`config.mk`:
```
export PLATFORM = sky130hd
export DESIGN_NAME = sync_debounce_bank
export DESIGN_NICKNAME = d
export VERILOG_FILES = /design/src/rtl/sync_debounce_bank.sv
export SDC_FILE = /design/constraint.sdc
export NUM_CORES = 1
export LEC_CHECK = 0
export BUFFER_PORTS_ARGS = -buffer_cell sky130_fd_sc_hd__buf_2
export CORE_MARGIN = 5
export CORE_UTILIZATION = 52
export CTS_CLUSTER_DIAMETER = 100
export DETAILED_ROUTE_END_ITERATION = 7
export PLACE_DENSITY_LB_ADDON = 0.15
export SYNTH_ARGS = -nofsm -noshare
export SYNTH_HDL_FRONTEND = slang
export SYNTH_SLANG_ARGS = --single-unit
export TNS_END_PERCENT = 100
```
`constraint.sdc`:
```
create_clock -name clk -period 2.2 [get_ports clk]
set_input_delay 0.22 -clock clk [delete_from_list [all_inputs] [get_ports clk]]
set_output_delay 0.22 -clock clk [all_outputs]
set_load 0.005 [all_outputs]
```
`src/rtl/sync_debounce_bank.sv`:
```
// Multi-channel synchroniser, optional consecutive-tick debounce filter and edge strobes.
// Define SYNC_DEBOUNCE_BANK_DEBOUNCE_EN to include the debounce counters; otherwise dout follows sy.
module sync_debounce_bank #(
    parameter int unsigned      WIDTH           = 4,
    parameter int unsigned      SYNC_STAGES     = 2,
    parameter int unsigned      DEBOUNCE_CYCLES = 250000,
    parameter logic [WIDTH-1:0] RESET_VALUE     = '0
) (
    input  logic             clk,
    input  logic             reset,
    input  logic             tick,
    input  logic [WIDTH-1:0] din,
    output logic [WIDTH-1:0] dout,
    output logic [WIDTH-1:0] rise,
    output logic [WIDTH-1:0] fall,
    output logic             changed
);

    logic [WIDTH-1:0] sync_q [SYNC_STAGES];
    logic [WIDTH-1:0] sy;
    logic [WIDTH-1:0] accept;
    logic [WIDTH-1:0] dout_q, dout_d;
    logic [WIDTH-1:0] rise_q, rise_d;
    logic [WIDTH-1:0] fall_q, fall_d;
    logic             changed_q;

    always_ff @(posedge clk or negedge reset) begin
        if (!reset) begin
            for (int k = 0; k < SYNC_STAGES; k++) begin
                sync_q[k] <= RESET_VALUE;
            end
        end else begin
            sync_q[0] <= din;
            for (int k = 1; k < SYNC_STAGES; k++) begin
                sync_q[k] <= sync_q[k-1];
            end
        end
    end

    assign sy = sync_q[SYNC_STAGES-1];

`ifdef SYNC_DEBOUNCE_BANK_DEBOUNCE_EN
    localparam int unsigned      CNT_W    = $clog2(DEBOUNCE_CYCLES + 1);
    localparam logic [CNT_W-1:0] CNT_LAST = CNT_W'(DEBOUNCE_CYCLES - 1);

    logic [CNT_W-1:0] cnt_q [WIDTH];
    logic [CNT_W-1:0] cnt_d [WIDTH];

    // Any sample equal to dout restarts qualification, which is what rejects bounce.
    always_comb begin
        for (int i = 0; i < WIDTH; i++) begin
            cnt_d[i]  = cnt_q[i];
            accept[i] = 1'b0;
            if (sy[i] == dout_q[i]) begin
                cnt_d[i] = '0;
            end else if (tick) begin
                if (cnt_q[i] == CNT_LAST) begin
                    accept[i] = 1'b1;
                    cnt_d[i]  = '0;
                end else begin
                    cnt_d[i] = cnt_q[i] + 1'b1;
                end
            end
        end
    end

    always_ff @(posedge clk or negedge reset) begin
        if (!reset) begin
            for (int i = 0; i < WIDTH; i++) begin
                cnt_q[i] <= '0;
            end
        end else begin
            for (int i = 0; i < WIDTH; i++) begin
                cnt_q[i] <= cnt_d[i];
            end
        end
    end
`else
    logic unused_cfg;
    assign unused_cfg = tick ^ (DEBOUNCE_CYCLES == 0);
    assign accept     = sy ^ dout_q;
`endif

    always_comb begin
        dout_d = (dout_q & ~accept) | (sy & accept);
        rise_d = sy & ~dout_q & accept;
        fall_d = ~sy & dout_q & accept;
    end

    always_ff @(posedge clk or negedge reset) begin
        if (!reset) begin
            dout_q    <= RESET_VALUE;
            rise_q    <= '0;
            fall_q    <= '0;
            changed_q <= 1'b0;
        end else begin
            dout_q    <= dout_d;
            rise_q    <= rise_d;
            fall_q    <= fall_d;
            changed_q <= |(rise_d | fall_d);
        end
    end

    assign dout    = dout_q;
    assign rise    = rise_q;
    assign fall    = fall_q;
    assign changed = changed_q;

endmodule

```
==> results.json, run 1 <==
{
  "max_slew.worst_pin.slew_ps": 427,
  "postSynthCellCount": 46,
  "period_share": 0.490,
  "critical_path.endpoint_type": "output port",
  "filler_instances": 102,
  "core_sq_um": 1320,
  "p_leak_uw": 0.000498,
  "timing.critical_path.max_delay_family": "flip-flops",
  "avgViaCountPerCell": 4.39,
  "worstSetupStartpointType": "register",
  "ff_latch_count_synth": 21,
  "stdcell_count": 84,
  "rsz0062_at_grt": "false",
  "clockRootBuffer": "clkbuf_4",
  "fin_skew_ps": 3.29,
  "multi_input_logic_area_sq_um": 181,
  "drtAntennaViolNets": 0,
  "slowest_delay_ps": 430,
  "hold-path-endpoint": "sync_q[7]",
  "worst_r2r_path_depth": 3,
  "max_cap_violations": 0,
  "drt_first_iter_violations": 0,
  "area.growth.synth_to_final_pct": 19.7,
  "reg2reg_to": "dout[0]",
  "globalRoute.totalOverflow": 0,
  "cts.clk_slew.worst_paths_ps": 110,
  "hold_violations": 0,
  "crit_type": "register to output port",
  "register_area_sq_um": 526,
  "report.final.slew_viol_count": 0,
  "post_route_cells_drive_above_1_share": 0.304,
  "detailedRoute.firstPassIterationCount": 1,
  "boundaryPins": 20,
  "post_synth.cell_area_avg_sq_um": 16.0,
  "hold_class": "input port to register",
  "finalWorstPathRequiredPeriod_ps": 1080,
  "dieHeight_microns": 47.6,
  "max_fo_critical_path": 4,
  "cts_tree": "built",
  "clk-insertion-delay-late_ps": 280,
  "place_hpwl_microns": 665,
  "irDropWorstVdd_v": 0.000577,
  "outcome": "finished, final reports clean",
  "post_synth_instance_area_sq_um": 737,
  "synth.net_count": 65,
  "row_count": 13,
  "cts_inserted_buffers": 3,
  "placement.io_buffers": 18,
  "place_congestion": 0.646,
  "cts_sinks": 21,
  "setup_viol": 0,
  "grt_first_pass_wirelength_mm": 1.36,
  "design.die.area_sq_um": 2270,
  "clockBufferDepth": 2,
  "holdCritStartpoint": "din[3]",
  "cp_data_required_time_ps": 1980,
  "highest_achievable_clock_rate_mhz": 928,
  "ys_types": 5,
  "global_route.usage.total": 0.0899,
  "final.setup.tns_ps": 0,
  "antenna_violations_before_repair": 0,
  "ys_warn_count": 0,
  "critical_path.reg2reg.startpoint": "dout[0]",
  "r2r_setup_slack_ps": 1190,
  "cts_repair_resize_count": 0,
  "wl_microns": 865,
  "grt_max_degree": 22,
  "portion_of_the_post_synthesis_area_used_by_sequential_elements": 0.713,
  "worst_path_max_delay_cell": "dfrtp_1",
  "htree_levels": 1,
  "insertedDiodeCount": 0,
  "post_cts.repair.setup_buffers": 0,
  "powerDensity_nw_per_um2": 780,
  "start_util": 0.559,
  "utilization": 0.670,
  "die_x_microns": 47.6,
  "path_buf_inv": 1,
  "remaining_drc_errors": 0,
  "post-place-cells": 79,
  "crit_path_cell_trace": "buf_2",
  "cts_hold_buf": 1,
  "post_drt_wl_per_cell_microns": 10.3,
  "holdPathStages": 1,
  "critical_path_arrival_ps": 860,
  "first_global_vias": 348,
  "relSlewSlack": 0.715,
  "nNetsFinal": 89,
  "vias": 369
}
==> metrics by stage <==
| step | hold WS [ps] | power, uW | setup WS, ps | cell area, sq um |
|---|---|---|---|---|
| 2_1_floorplan | -75.6 | 477 | 1250 | 737 |
| 3_3_place_gp | 186 | 523 | 1230 | 846 |
| 3_5_place_dp | 187 | 526 | 1190 | 846 |
| 4_1_cts | 25.3 | 695 | 1110 | 882 |
| 5_1_grt | 4.61 | 733 | 1070 | 882 |
| 6_report | 30.1 | 688 | 1120 | 882 |
==> power by group <==
group / total, uW / switching [uW] / internal (uW) / leakage [uW]
Sequential: 439 / 18.7 / 420 / 0.000253
Clock: 173 / 103 / 70.3 / 0.0000150
Combinational: 76.4 / 37.3 / 39.1 / 0.000229
Total: 688 / 159 / 529 / 0.000498
==> registers in the layout, summed over array words and instances (netlist names) <==
signal and flops:
dout 4, fall 4, rise 4, sy 4, sync_q 4, changed 1
==> metal layers <==
metal | vias to the layer above | global-route usage | wire, microns
li1 | 184 | - | -
met1 | 171 | 0.104 | 375
met2 | 12 | 0.134 | 393
met3 | 2 | 0.0376 | 87
met4 | 0 | 0.0645 | 8
met5 | - | 0 | 0
==> cells in the mapped netlist <==
cell type	n	area, sq um
or2_1	4	25.0
dfrtp_1	21	526
nand4_1	1	6.26
ha_1	12	150
inv_1	8	30.0
==> worst max path at each step <==
stage / startpoint / endpoint / slack, ps / depth (start not counted)
global placement: dout[2] / dout[2] / 1230 / 3
finish: dout[0] / dout[0] / 1120 / 1
detailed placement: dout[0] / dout[0] / 1190 / 3
global route: dout[0] / dout[0] / 1070 / 1
floorplan: dout[0] / dout[0] / 1250 / 3
CTS: dout[3] / dout[3] / 1110 / 1
==> final cells by class <==
type / count / area share
inverter: 8 / 0.0340
clock buffer: 4 / 0.0298
timing repair buffer: 19 / 0.113
sequential: 21 / 0.596
multi-input combinational: 17 / 0.206
tap: 15 / 0.0213
==> kinds of logic after synthesis <==
family        Yosys count  synth area share
fa+ha+maj              12             0.204
buf+inv                 8            0.0407
flops                  21             0.713
simple gates            5            0.0424
==> cells in the final DEF (no fill, tap or decap) <==
master,synthesis,routed
dlygate4sd3_1,0,1
dfrtp_1,21,21
nand4_1,1,1
or2_1,4,4
ha_1,12,12
clkbuf_1,0,1
inv_1,8,8
clkbuf_4,0,3
buf_2,0,18
No activity file was read; power rests on OpenSTA's default activity.
==> inputs of run 2 (changes only) <==
--- a/config.mk
+++ b/config.mk
@@ -7,7 +7,7 @@
 export LEC_CHECK = 0
 export BUFFER_PORTS_ARGS = -buffer_cell sky130_fd_sc_hd__buf_2
 export CORE_MARGIN = 5
-export CORE_UTILIZATION = 52
+export CORE_UTILIZATION = 48
 export CTS_CLUSTER_DIAMETER = 100
 export DETAILED_ROUTE_END_ITERATION = 7
 export PLACE_DENSITY_LB_ADDON = 0.15
==> constraint.sdc (replaced) <==
create_clock -name clk -period 1.1 [get_ports clk]
set_input_delay 0.11 -clock clk [delete_from_list [all_inputs] [get_ports clk]]
set_output_delay 0.11 -clock clk [all_outputs]
set_load 0.005 [all_outputs]
==> run 2 against run 1 <==
Clock skew fell by 2.5 ps; worst setup slack got worse by 1000 ps; via count is 8.1% higher; count of clock-buffer cells in the layout is the same; worst hold slack gained 260 ps; design area grew 4.7%; combinational power is 120% higher; sequential cell count stayed put; core utilization down 4.9 points; highest routed layer is now met3.
==> results.json, run 2 (synthesized netlist as in run 1, its figures left out) <==
{
  "antenna_violations_before_repair": 0,
  "start_util": 0.495,
  "post_drt_wl_per_cell_microns": 11.0,
  "vias": 399,
  "final_common_cell": "dfrtp_1",
  "cts_repair_resize_count": 0,
  "finalWorstPathRequiredPeriod_ps": 1010,
  "detailedRoute.firstPassIterationCount": 1,
  "cts_tree": "built",
  "final_design_area_no_fill_sq_um": 923,
  "grt_busiest_layer": "met2",
  "max_fo_critical_path": 4,
  "rsz0062_at_grt": "false",
  "intPower_uw": 1070,
  "p_total_uw": 1390,
  "cts_sinks": 21,
  "power.share.sequential": 0.630,
  "htree_levels": 1,
  "cp_data_required_time_ps": 1280,
  "irDropWorstVdd_v": 0.000891,
  "critical_path.endpoint_type": "register",
  "drtAntennaViolNets": 0,
  "fin_skew_ps": 0.788,
  "place_congestion": 0.679,
  "grtUsageMet1": 0.0992,
  "place_hpwl_microns": 746,
  "core_sq_um": 1490,
  "clockRootBuffer": "clkbuf_4",
  "combPwrFrac": 0.119,
  "wl_microns": 981,
  "avgViaCountPerCell": 4.48,
  "place_ws_ps": 96.4,
  "use_met3": 0.0336,
  "row_count": 14,
  "first_global_vias": 409,
  "post_route_cells_drive_above_1_share": 0.288,
  "clockBufferDepth": 2,
  "crit_type": "register to register",
  "setup_viol": 0,
  "report.final.slew_viol_count": 0,
  "remaining_drc_errors": 0,
  "design.die.area_sq_um": 2420,
  "clockPowerShare": 0.251,
  "switching_share": 0.234,
  "grt_first_pass_wirelength_mm": 1.73,
  "nNetsFinal": 93,
  "max_slew.worst_pin.slew_ps": 443,
  "globalRoute.totalOverflow": 0,
  "p_switching_uw": 326,
  "boundaryPins": 20,
  "critical_path_arrival_ps": 1190,
  "die_x_microns": 49.2,
  "highest_achievable_clock_rate_mhz": 995,
  "global_route.usage.total": 0.0922,
  "cts.clk_slew.worst_paths_ps": 110,
  "cts_inserted_buffers": 3,
  "drt_first_iter_violations": 0,
  "hold_violations": 0,
  "final.setup.tns_ps": 0,
  "grt_max_degree": 22,
  "insertedDiodeCount": 0,
  "dieHeight_microns": 49.2,
  "dpl_cell_area_sq_um": 847,
  "p_leak_uw": 0.000514,
  "clk-insertion-delay-late_ps": 290,
  "worstSetupStartpointType": "register",
  "period_share": 0.914,
  "hold_class": "input port to async pin",
  "placement.io_buffers": 18,
  "outcome": "finished, final reports clean",
  "final_cell_mix": "dfrtp_1 (21), buf_2 (18), ha_1 (12)",
  "powerDensity_nw_per_um2": 1510,
  "max_cap_violations": 0,
  "globalRouteMet2Util": 0.165,
  "relSlewSlack": 0.705,
  "final.setup.worst_slack_ps": 94.7,
  "area.growth.synth_to_final_pct": 25.3
}
## run 2: routing by layer
metal  vias to the layer above  share of wire
li1                        192              -
met5                         -              0
met1                       196           0.40
met3                         0          0.066
met2                        11           0.53
met4                         0              0
## run 2: final cells by class
type,count,area (sq um)
Timing Repair Buffer,23,140
Clock buffer,4,26.3
Sequential cell,21,526
Tap cell,16,20.0
Inverter,8,30.0
Fill cell,123,566
Multi-Input combinational cell,17,181
## run 2: per-stage QoR
step                utilization  std cells  hold WS [ps]
global route              0.620         89           319
finish                    0.620         89           291
global placement          0.569         80          78.8
detailed placement        0.569         80          84.1
CTS                       0.620         89           295
floorplan                     -         46          -186
## run 2: path summary, 6_finish.rpt
| check | start | to | slack, ps | cells past startpoint |
|---|---|---|---|---|
| max | dout[0] | dout[0] | 90 | 3 |
| min | reset | fall[3] | 290 | 2 |
| max reg2reg | dout[0] | dout[0] | 90 | 3 |
| min reg2reg | sync_q[4] | sy[0] | 370 | 0 |
| max in group asynchronous | reset | rise[0] | 500 | 2 |
| min in group clk | sync_q[4] | sy[0] | 370 | 0 |
## run 2: power groups by stage
stage	Combinational [uW]	Sequential (uW)	Clock, uW
after floorplan	54.9	899	0
after global placement	152	894	0
after detailed placement	160	898	0
after CTS	174	882	363
after global routing	197	890	407
final	166	880	350
## run 2: what timing repair did
action | CTS | global route
endpoints found under the hold margin | 25 | 0
setup buffers | 0 | 0
hold buffers | 5 | 0
## run 2: critical path: stages (launching register included)
cell and delay, ps:
dfrtp_1 420, inv_1 60, ha_1 200, or2_1 230
==> inputs of run 3 (changes only) <==
==> config.mk (replaced) <==
export PLATFORM = sky130hd
export DESIGN_NAME = sync_debounce_bank
export DESIGN_NICKNAME = d
export VERILOG_FILES = /design/src/rtl/sync_debounce_bank.sv
export SDC_FILE = /design/constraint.sdc
export NUM_CORES = 1
export LEC_CHECK = 0
export BUFFER_PORTS_ARGS = -buffer_cell sky130_fd_sc_hd__buf_4
export CELL_PAD_IN_SITES_DETAIL_PLACEMENT = 1
export CELL_PAD_IN_SITES_GLOBAL_PLACEMENT = 1
export CORE_MARGIN = 5
export CORE_UTILIZATION = 39
export CTS_CLUSTER_DIAMETER = 100
export DETAILED_ROUTE_END_ITERATION = 7
export PLACE_DENSITY_LB_ADDON = 0.15
export SYNTH_ARGS = -nofsm -noshare
export SYNTH_HDL_FRONTEND = slang
export SYNTH_SLANG_ARGS = --single-unit
==> run 3 against run 2 <==
Register-to-register slack about the same; final cell count up 10%; worst setup slack got worse by 11 ps; sequential power is essentially flat; global-route usage shrank 0.14 points; clock skew grew 2.2 ps; largest cell class unchanged.
==> results.json, run 3 (synthesized netlist as in run 1, its figures left out) <==
{
  "vias": 402,
  "clockBufferDepth": 2,
  "global_route.usage.total": 0.0907,
  "globalRoute.totalOverflow": 0,
  "clockRootBuffer": "clkbuf_4",
  "cts_inserted_buffers": 3,
  "cts_tree": "built",
  "max_cap_violations": 0,
  "p_leak_uw": 0.000526,
  "hold_violations": 0,
  "detailedRoute.firstPassIterationCount": 2,
  "remaining_drc_errors": 0,
  "max_slew.worst_pin.slew_ps": 258,
  "crit_type": "register to register",
  "final_cell_mix": "dfrtp_1 (21), buf_4 (18), ha_1 (12)",
  "htree_levels": 1,
  "post_drt_wl_per_cell_microns": 10.9,
  "final_common_cell": "dfrtp_1",
  "register_area_sq_um": 526,
  "place_hpwl_microns": 792,
  "die_x_microns": 53.5,
  "multi_input_logic_area_sq_um": 181,
  "critical_path_arrival_ps": 1190,
  "period_share": 0.924,
  "cts_repair_resize_count": 0,
  "boundaryPins": 20,
  "start_util": 0.418,
  "row_count": 15,
  "final.hold.worst_slack_ps": 241,
  "placement.io_buffers": 18,
  "final.setup.worst_slack_ps": 83.6,
  "max_fo_critical_path": 4,
  "p_total_uw": 1420,
  "powerDensity_nw_per_um2": 1450,
  "place_congestion": 0.670,
  "nNetsFinal": 93,
  "cp_data_required_time_ps": 1280,
  "clk-insertion-delay-late_ps": 280,
  "outcome": "finished, final reports clean",
  "critical_path.endpoint_type": "register",
  "rsz0062_at_grt": "false",
  "wl_mm": 1.06,
  "fin_skew_ps": 2.96,
  "worstSetupStartpointType": "register",
  "report.final.slew_viol_count": 0,
  "avgViaCountPerCell": 4.10,
  "grt_first_pass_wirelength_mm": 1.84,
  "drtAntennaViolNets": 0,
  "post_route_cells_drive_above_1_share": 0.288,
  "relSlewSlack": 0.828,
  "hold_class": "input port to async pin",
  "grt_max_degree": 22,
  "cts_sinks": 21,
  "filler_instances": 193,
  "core_sq_um": 1760,
  "dieHeight_microns": 53.5,
  "highest_achievable_clock_rate_mhz": 984,
  "cts.clk_slew.worst_paths_ps": 100,
  "first_global_vias": 431,
  "area.growth.synth_to_final_pct": 32.9,
  "design.die.area_sq_um": 2860,
  "place_ws_ps": 97.0,
  "irDropWorstVdd_v": 0.000767,
  "finalWorstPathRequiredPeriod_ps": 1020,
  "insertedDiodeCount": 0,
  "antenna_violations_before_repair": 0,
  "final.setup.tns_ps": 0,
  "drt_first_iter_violations": 1,
  "setup_viol": 0
}
## run 3: cell types whose count changed in the layout (fill, tap and decap cells not counted)
| cell | delta |
|---|---|
| buf_2 | -18 |
| buf_4 | +18 |
## run 3: path summary, 6_finish.rpt
path	cells past startpoint	startpoint	slack [ps]	end
worst max-delay path	3	dout[2]	80	dout[2]
min in group clk	0	sync_q[6]	360	sy[2]
max in group asynchronous	2	reset	650	sy[3]
worst min-delay path	2	reset	240	dout[0]
worst max register to register	3	dout[2]	80	dout[2]
worst min register to register	0	sync_q[6]	360	sy[2]
## run 3: report_power, final
part,switching [uW],internal (uW)
combinational,78.7,121
clock,199,141
sequential,43.3,840
total,321,1100
## run 3: per-layer routing
layer,wire length (microns),track usage
met5,0,0
met4,0,0.0255
met3,77,0.0282
met2,537,0.151
met1,450,0.112
## run 3: stage by stage
stage | instance area (sq um) | util | std cells
6_report | 980 | 0.555 | 98
5_1_grt | 980 | 0.555 | 98
4_1_cts | 980 | 0.555 | 98
3_5_place_dp | 903 | 0.512 | 89
3_3_place_gp | 903 | 0.512 | 89
2_1_floorplan | 737 | - | 46
## run 3: layout make-up
| cell class | count | share of cell area |
|---|---|---|
| tap | 25 | 0.0319 |
| sequential | 21 | 0.536 |
| multi-input combinational | 17 | 0.185 |
| timing repair buffer | 23 | 0.189 |
| inverter | 8 | 0.0307 |
| clock buffer | 4 | 0.0268 |
## run 3: timing repair
item | in CTS | in global routing
hold buffers | 5 | 0
hold endpoints to repair | 25 | 0
buffers inserted | 0 | 0
## run 3: worst max-delay path, stage by stage (launching register included)
cell	delay, ps
dfrtp_1	420
inv_1	70
ha_1	200
or2_1	220
